--- src/rtl/morse_playback.sv ---
// Morse transmitter: replays 2-bit-coded words from the game RAM as a timed tone.
// Optional build macro MORSE_PLAYBACK_REPEAT_EN: loop playback with a 7-unit word gap until stop.
module morse_playback #(
  parameter int UNIT_CYCLES = 50_000_000
) (
  input  logic       clock,
  input  logic       reset,
  input  logic       start,
  input  logic       stop,
  input  logic [3:0] count,
  input  logic [9:0] rd_data,
  output logic [3:0] rd_addr,
  output logic       rd_en,
  output logic       tone,
  output logic [1:0] symbol,
  output logic       busy,
  output logic       done
);

`ifdef MORSE_PLAYBACK_REPEAT_EN
  localparam int MAX_UNITS = 4;
`else
  localparam int MAX_UNITS = 3;
`endif
  localparam int CNT_W = $clog2(MAX_UNITS * UNIT_CYCLES);

  typedef enum logic [3:0] {
    S_IDLE,
    S_FETCH,
    S_WAIT,
    S_LOAD,
    S_MARK,
    S_GAP,
    S_WGAP,
    S_PAUSE,
    S_DONE
  } state_t;

  state_t           state_q, state_d;
  logic [3:0]       addr_q, addr_d;
  logic [3:0]       count_q;
  logic [9:0]       word_q;
  logic [2:0]       slot_q;
  logic [CNT_W-1:0] ucnt_q;
  logic             ld_cnt;
  logic [CNT_W-1:0] ld_val;
  logic             unit_end;
  logic             sym_ok;
  logic             more_words;
  logic             busy_int;

  // Down-counter reload value for a duration of n Morse units.
  function automatic logic [CNT_W-1:0] units_to_cnt(input int n);
    return CNT_W'(n * UNIT_CYCLES - 1);
  endfunction

  assign unit_end   = (ucnt_q == '0);
  assign sym_ok     = word_q[8] && (slot_q != 3'd5);
  assign more_words = ({1'b0, addr_q} + 5'd1) < {1'b0, count_q};
  assign busy_int   = (state_q != S_IDLE) && (state_q != S_DONE);

`ifdef MORSE_PLAYBACK_REPEAT_EN
  logic stop_req_q;
  logic stop_now;
  logic state_end;

  assign stop_now  = stop_req_q | stop;
  assign state_end = (state_q == S_MARK || state_q == S_GAP ||
                      state_q == S_WGAP || state_q == S_PAUSE) ? unit_end : 1'b1;
`else
  logic unused_stop;
  assign unused_stop = stop;
`endif

  always_comb begin
    state_d = state_q;
    addr_d  = addr_q;
    ld_cnt  = 1'b0;
    ld_val  = '0;
    case (state_q)
      S_IDLE: begin
        if (start) begin
          addr_d  = '0;
          state_d = (count != 4'd0) ? S_FETCH : S_DONE;
        end
      end
      S_FETCH: state_d = S_WAIT;
      S_WAIT:  state_d = S_LOAD;
      S_LOAD, S_GAP: begin
        if (state_q == S_LOAD || unit_end) begin
          ld_cnt = 1'b1;
          if (sym_ok) begin
            state_d = S_MARK;
            ld_val  = word_q[9] ? units_to_cnt(3) : units_to_cnt(1);
          end else begin
            state_d = S_WGAP;
            ld_val  = units_to_cnt(2);
          end
        end
      end
      S_MARK: begin
        if (unit_end) begin
          state_d = S_GAP;
          ld_cnt  = 1'b1;
          ld_val  = units_to_cnt(1);
        end
      end
      S_WGAP: begin
        if (unit_end) begin
          if (more_words) begin
            state_d = S_FETCH;
            addr_d  = addr_q + 4'd1;
          end else begin
`ifdef MORSE_PLAYBACK_REPEAT_EN
            state_d = S_PAUSE;
            ld_cnt  = 1'b1;
            ld_val  = units_to_cnt(4);
`else
            state_d = S_DONE;
`endif
          end
        end
      end
`ifdef MORSE_PLAYBACK_REPEAT_EN
      S_PAUSE: begin
        if (unit_end) begin
          state_d = S_FETCH;
          addr_d  = '0;
        end
      end
`endif
      S_DONE:  state_d = S_IDLE;
      default: state_d = S_IDLE;
    endcase
`ifdef MORSE_PLAYBACK_REPEAT_EN
    // A pending stop lets the current state run to completion, then exits.
    if (busy_int && stop_now && state_end) begin
      state_d = S_DONE;
      ld_cnt  = 1'b0;
    end
`endif
  end

  always_ff @(posedge clock) begin
    if (reset) begin
      state_q <= S_IDLE;
      addr_q  <= '0;
      count_q <= '0;
      slot_q  <= '0;
      ucnt_q  <= '0;
    end else begin
      state_q <= state_d;
      addr_q  <= addr_d;
      if (state_q == S_IDLE && start) count_q <= count;
      if (ld_cnt) ucnt_q <= ld_val;
      else if (!unit_end) ucnt_q <= ucnt_q - CNT_W'(1);
      if (state_q == S_WAIT) slot_q <= '0;
      else if (state_q == S_MARK && unit_end) slot_q <= slot_q + 3'd1;
    end
  end

`ifdef MORSE_PLAYBACK_REPEAT_EN
  always_ff @(posedge clock) begin
    if (reset || !busy_int) stop_req_q <= 1'b0;
    else if (stop) stop_req_q <= 1'b1;
  end
`endif

  // Word shift register: loaded as the RAM data settles, consumed MSB symbol first.
  always_ff @(posedge clock) begin
    if (state_q == S_WAIT) word_q <= rd_data;
    else if (state_q == S_MARK && unit_end) word_q <= {word_q[7:0], 2'b00};
  end

  assign rd_addr = addr_q;
  assign rd_en   = (state_q == S_FETCH);
  assign tone    = (state_q == S_MARK);
  assign symbol  = (state_q == S_MARK) ? word_q[9:8] : 2'b00;
  assign busy    = busy_int;
  assign done    = (state_q == S_DONE);

endmodule

--- config.mk ---
export PLATFORM = sky130hd
export DESIGN_NAME = morse_playback
export DESIGN_NICKNAME = d
export VERILOG_FILES = /design/src/rtl/morse_playback.sv
export SDC_FILE = /design/constraint.sdc
export NUM_CORES = 1
export LEC_CHECK = 0
export CAP_MARGIN = 20
export CORE_MARGIN = 2
export CORE_UTILIZATION = 57
export DETAILED_ROUTE_END_ITERATION = 6
export PLACE_DENSITY = 0.91
export SLEW_MARGIN = 20
export SYNTH_ARGS = -nofsm -noshare
export SYNTH_HDL_FRONTEND = slang
export SYNTH_SLANG_ARGS = --single-unit
--- constraint.sdc ---
create_clock -name clock -period 3.1 [get_ports clock]
set_clock_uncertainty 0.1 [all_clocks]
set_input_delay 0.31 -clock clock [delete_from_list [all_inputs] [get_ports clock]]
set_output_delay 0.31 -clock clock [all_outputs]
set_load 0.005 [all_outputs]
Word-level counts from Yosys, hierarchy flattened
Cells that the tools add are included.

storage, ports and cells
  register bits after elaboration = 53
  bits of input ports = 18
  output and inout bits = 10
  word-level logic and storage cells = 66

operators by class
  add/subtract/negate cells = 4
  magnitude comparators = 1
  eq/ne operators = 15
  multiplexer cells = 25
  reductions and logical operators = 15

operators by type and width
  cell                                                                  number
  28-bit 2-to-1 mux                                                     5
  28-bit case mux with 2 select lines                                   1
  4-bit 2-to-1 mux                                                      9
  28-bit zero test                                                      1
  28-bit by 1-bit subtractor with 28-bit output, second input constant  1
  26-bit 2-to-1 mux                                                     1
  4-bit case mux with 6 select lines                                    1
  10-bit 2-to-1 mux                                                     2
  4-bit by 3-bit == test with 1-bit output, second input constant       3
  2-bit != test, second input constant                                  5
  4-bit by 2-bit == test with 1-bit output, second input constant       2
  4-bit case mux with 2 select lines                                    1
  4-bit AND reduction                                                   2
  4-bit nonzero test                                                    2
  4-bit by 1-bit adder with 5-bit output, second input constant         1
  5-bit by 4-bit less-than comparator with 1-bit output                 1
  4-bit by 1-bit adder with 4-bit output, second input constant         1
  4-bit by 1-bit == test with 1-bit output, second input constant       1
  4-bit == test, second input constant                                  1
  1-bit logical AND                                                     4
  4-bit zero test                                                       1
  2-bit 2-to-1 mux                                                      2
  4-bit != test, second input constant                                  1
  2-bit nonzero test                                                    2
  other kinds (7)                                                       9

Longest topological paths before layout
  depth after elaboration = 6
  depth in mapped cells = 9
  gate-level depth less buffers = 8

Worst setup path before layout
Ideal clock, no wire load.

  kind = flip-flop to flip-flop
  start point = register ucnt_q[19]
  end point = register word_q[0] (enable)
  library setup time = 0.341 ns
  arrival time = 1.916 ns
  data required time = 2.659 ns
  setup slack = 0.743 ns
  cell stages (with the launch flop) = 7
  path buffers = 1
  period minus slack after synthesis = 2.357 ns
  cells stage by stage = dfxtp_1 -> nor4_4 -> nand4b_2 -> or3_1 -> buf_4 -> nor3_4 -> or2_1

between the ends
  longest elaborated chain between the ends = 3

RTL lines
  element                       RTL line  source
  start: declaration            44        logic [CNT_W-1:0] ucnt_q;
  start signal: assignment      155       if (ld_cnt) ucnt_q <= ld_val;
  start signal: assignment      156       else if (!unit_end) ucnt_q <= ucnt_q - CNT_W'(1);
  28-bit zero test              57        assign unit_end = (ucnt_q == '0);
  1-bit logical AND             172       else if (state_q == S_MARK && unit_end) word_q <= {word_q[7:0], 2'b00};
  2-bit nonzero test (no line)  -
  end signal: assignment        171       if (state_q == S_WAIT) word_q <= rd_data;
  end signal: assignment        172
  end: declaration              42        logic [9:0] word_q;

No other way between the ends.
A chain may end at the register's enable or synchronous reset.

Worst setup path in the final report
  start point = register ucnt_q[3]
  end point = register word_q[9] (enable)

The elaborated chain is that of the path after synthesis.

==> reports/metrics.yaml <==
grt:
  grt_pass1_wl_microns: 10800
  grt_overflow_total: 0
  grt_pass1_vias: 2364
  met1_usage_pct: 30.21
  grt_max_degree: 21
  grt_antenna_before_repair: 0
  grt_use_met2_pct: 43.76
  use_met3_pct: 4.685
  grt_use_total_pct: 24.87
  top_usage_layer: "met2"
logic_synthesis:
  yosysWarnings: 0
  yosys_most_used_dff: "dfxtp_1"
  netlist_area_sq_mm: 0.002861
  synth_nets: 340
  synth_seq_cells: 53
  synth_largest_area_cell: "dfxtp_1"
  yosysUniqueCellTypes: 54
  syn_area_per_cell_sq_um: 9.084
  synth-async-reset-ratio_pct: 0
  synth_edf_count: 10
  synth_area_leaders: "dfxtp_1 (30%), edfxtp_1 (10%), xor2_1 (4.6%), a21oi_1 (4.4%), xnor2_1 (3.4%)"
  postSynthCellCount: 315
  ys_seq_area_share_pct: 40.58
  netlist.area_leader.share_pct: 30.08
power_and_ir_drop:
  pwr-share-seq_pct: 35.4
  ir_drop_uv: 446.8
  swShare_pct: 40.79
  power.internal_mw: 1.825
  combPwrFrac_pct: 47.5
  power.net_switching_mw: 1.257
  power_frac_clock_pct: 17.1
  power.leakage_nw: 1.237
  power.density_mw_per_mm2: 933.4
worst_hold_path:
  hp-start: "rd_addr[1]$_SDFFE_PP0P_"
  hp-class: "reg2reg"
worst_setup_path:
  cp_num_buf_inv: 0
  critPathSlowestCell: "or3_1"
  crit_path_max_incr_delay_ns: 0.62
  critical_path.cell_chain: "nor4_4 > nand3_2 > or3_1 > nor3_4 > or2_1"
  critPathMaxFanout: 11
  cp.arrival_ns: 2.68
  cp_top_family: "simple AND/OR/NAND/NOR gates"
  cp.required_ns: 2.96
  startpoint: "ucnt_q[3]$_SDFFE_PP0P_"
  path_class: "reg2reg"
  crit_path_end_kind: "register"
  worstReg2RegStart: "ucnt_q[3]$_SDFFE_PP0P_"
  worst_setup_path_start_kind: "register"
placed_design:
  placement.setup.worst_slack_ns: 0.3331
  dpl.hpwl_microns: 4373
  gp_congestion: 0.8737
  port_buffers: 26
layout:
  final_cell_mix: "dfxtp_1 (43), clkdlybuf4s50_1 (26), a21oi_1 (25)"
  drive_above_1_share_pct: 9.467
  synthToLayoutAreaGrowth_pct: 15.39
  diodes: 0
  nFillCells: 350
  final_common_cell: "dfxtp_1"
  layout.nets: 362
flow_run:
  cap_violations: 0
timing:
  period_minus_slack_ns: 2.818
  fin_setup_tns_ns: 0
  rsz0062_at_grt: "false"
  fmax_mhz: 354.9
  timing.slew.headroom_pct: 58.29
  finalHoldViolations: 0
  worst_slew_pin_slew_ns: 0.6248
  period_share_pct: 90.90
  finalSetupViolations: 0
  fin_ws_ns: 0.2820
  drv_slew: 0
clock_network:
  cts_buffer_depth: 2
  clock-sinks: 53
  cts_setup_buffers: 0
  tritoncts: "built"
  clk_latency_ns: 0.31
  root_buffer: "clkbuf_8"
  ctsResizeCount: 0
  cts_buffers: 5
  clk_pin_slew_ns: 0.10
  h-tree-depth: 2
  ctsHoldBuffers: 0
die:
  die_h_microns: 74.86
  io_pins: 28
  rows: 25
  design.core.area_sq_mm: 0.004786
  dieArea_sq_mm: 0.005603
  start_util_pct: 59.79
  dieWidth_microns: 74.86
routing:
  vias: 2436
  viasPerCell: 6.015
  ant_nets: 0
  routed_wl_microns: 6395
  drc: 0
  drt_iter0_drc: 209
  wire_per_inst_microns: 15.79
  dr.pass1.iters: 4
run_status:
  status: "complete, no violations"
[sequential cells by signal, indices dropped and copies added (netlist names)]
signal / cells
rd_addr: 4
word_q: 10
count_q: 4
slot_q: 3
ucnt_q: 28
state_q: 4
[Yosys cell counts (2+ instances only)]
library cell,number
edfxtp_1,10
and3_1,4
nor2b_1,6
and2_1,5
mux2_2,8
o31a_1,2
nand4b_1,2
a2111oi_2,2
or4_1,2
nor3_1,16
a211oi_1,2
mux2i_1,6
nand3b_1,3
nand4_1,3
nor4_4,2
or3_1,6
xnor2_1,11
ha_1,7
dfxtp_1,43
nor2_1,20
nor3_2,2
a21o_1,4
inv_1,8
nand2_1,24
nor4_1,8
o21ai_0,12
xor2_1,15
a21oi_1,25
o22ai_1,2
o31ai_1,2
a31oi_1,5
buf_2,2
nand2b_1,5
nand3_1,11
clkbuf_1,11
[metal layers]
layer / wire [microns] / part of all wire, % / vias up
met1: 2723 / 43 / 1138
met4: 136 / 2.1 / 0
met3: 337 / 5.3 / 14
met5: 0 / 0 / -
li1: - / - / 1187
met2: 3198 / 50 / 97
[worst reg2reg max path, stage by stage (launching register included)]
cell     delay, ns
dfxtp_1       0.38
nor4_4        0.40
nand3_2       0.23
or3_1         0.62
nor3_4        0.28
or2_1         0.45
[final timing paths]
kind / endpoint / depth (start not counted) / slack, ns
worst max-delay path: word_q[9]$_DFFE_PP_ / 5 / 0.28
worst min-delay path: rd_addr[1]$_SDFFE_PP0P_ / 2 / 0.40
worst max register to register: word_q[9]$_DFFE_PP_ / 5 / 0.28
worst min register to register: rd_addr[1]$_SDFFE_PP0P_ / 2 / 0.40
[power groups by stage]
stage	Clock, mW	Combinational (mW)	Sequential [mW]
3_3_place_gp	0	1.39	1.09
3_5_place_dp	0	1.43	1.10
4_1_cts	0.527	1.45	1.09
2_1_floorplan	0	1.16	1.05
6_report	0.528	1.46	1.09
5_1_grt	0.551	1.63	1.12
[kinds of logic (layout without fill, tap and decap cells)]
family                     Yosys count  after routing  share of synthesized area, %
AOI/OAI and AO/OA                   66             66                         14.65
xor gates and xnor gates            26             26                         7.958
adders and majority gates            7              7                         3.061
buffers and inverters               23             46                         3.236
DFF                                 53             53                         40.58
muxes                               14             14                         5.247
and+or+nand+nor                    126            126                         25.27
[cell type report]
cell class                      instances  area (sq um)  share of cell area [%]
Tap cell                               67         83.83                   2.539
Clock inverter                          2         35.03                   1.061
Multi-Input combinational cell        239          1608                   48.69
Timing Repair Buffer                   30         290.3                   8.791
Clock buffer                            6         93.84                   2.842
Inverter                                8         30.03                  0.9094
Sequential cell                        53          1161                   35.16
[stage by stage]
stage	utilization, %	total power [mW]	hold WS [ns]	cells	instance area (sq um)
CTS	68.99	3.067	0.4059	405	3302
detailed placement	66.30	2.526	0.3883	397	3173
finish	68.99	3.082	0.4038	405	3302
floorplan	-	2.214	0.3539	315	2861
global placement	66.30	2.473	0.3789	397	3173
global route	68.99	3.297	0.4395	405	3302
(Power assumes the default switching activity.)
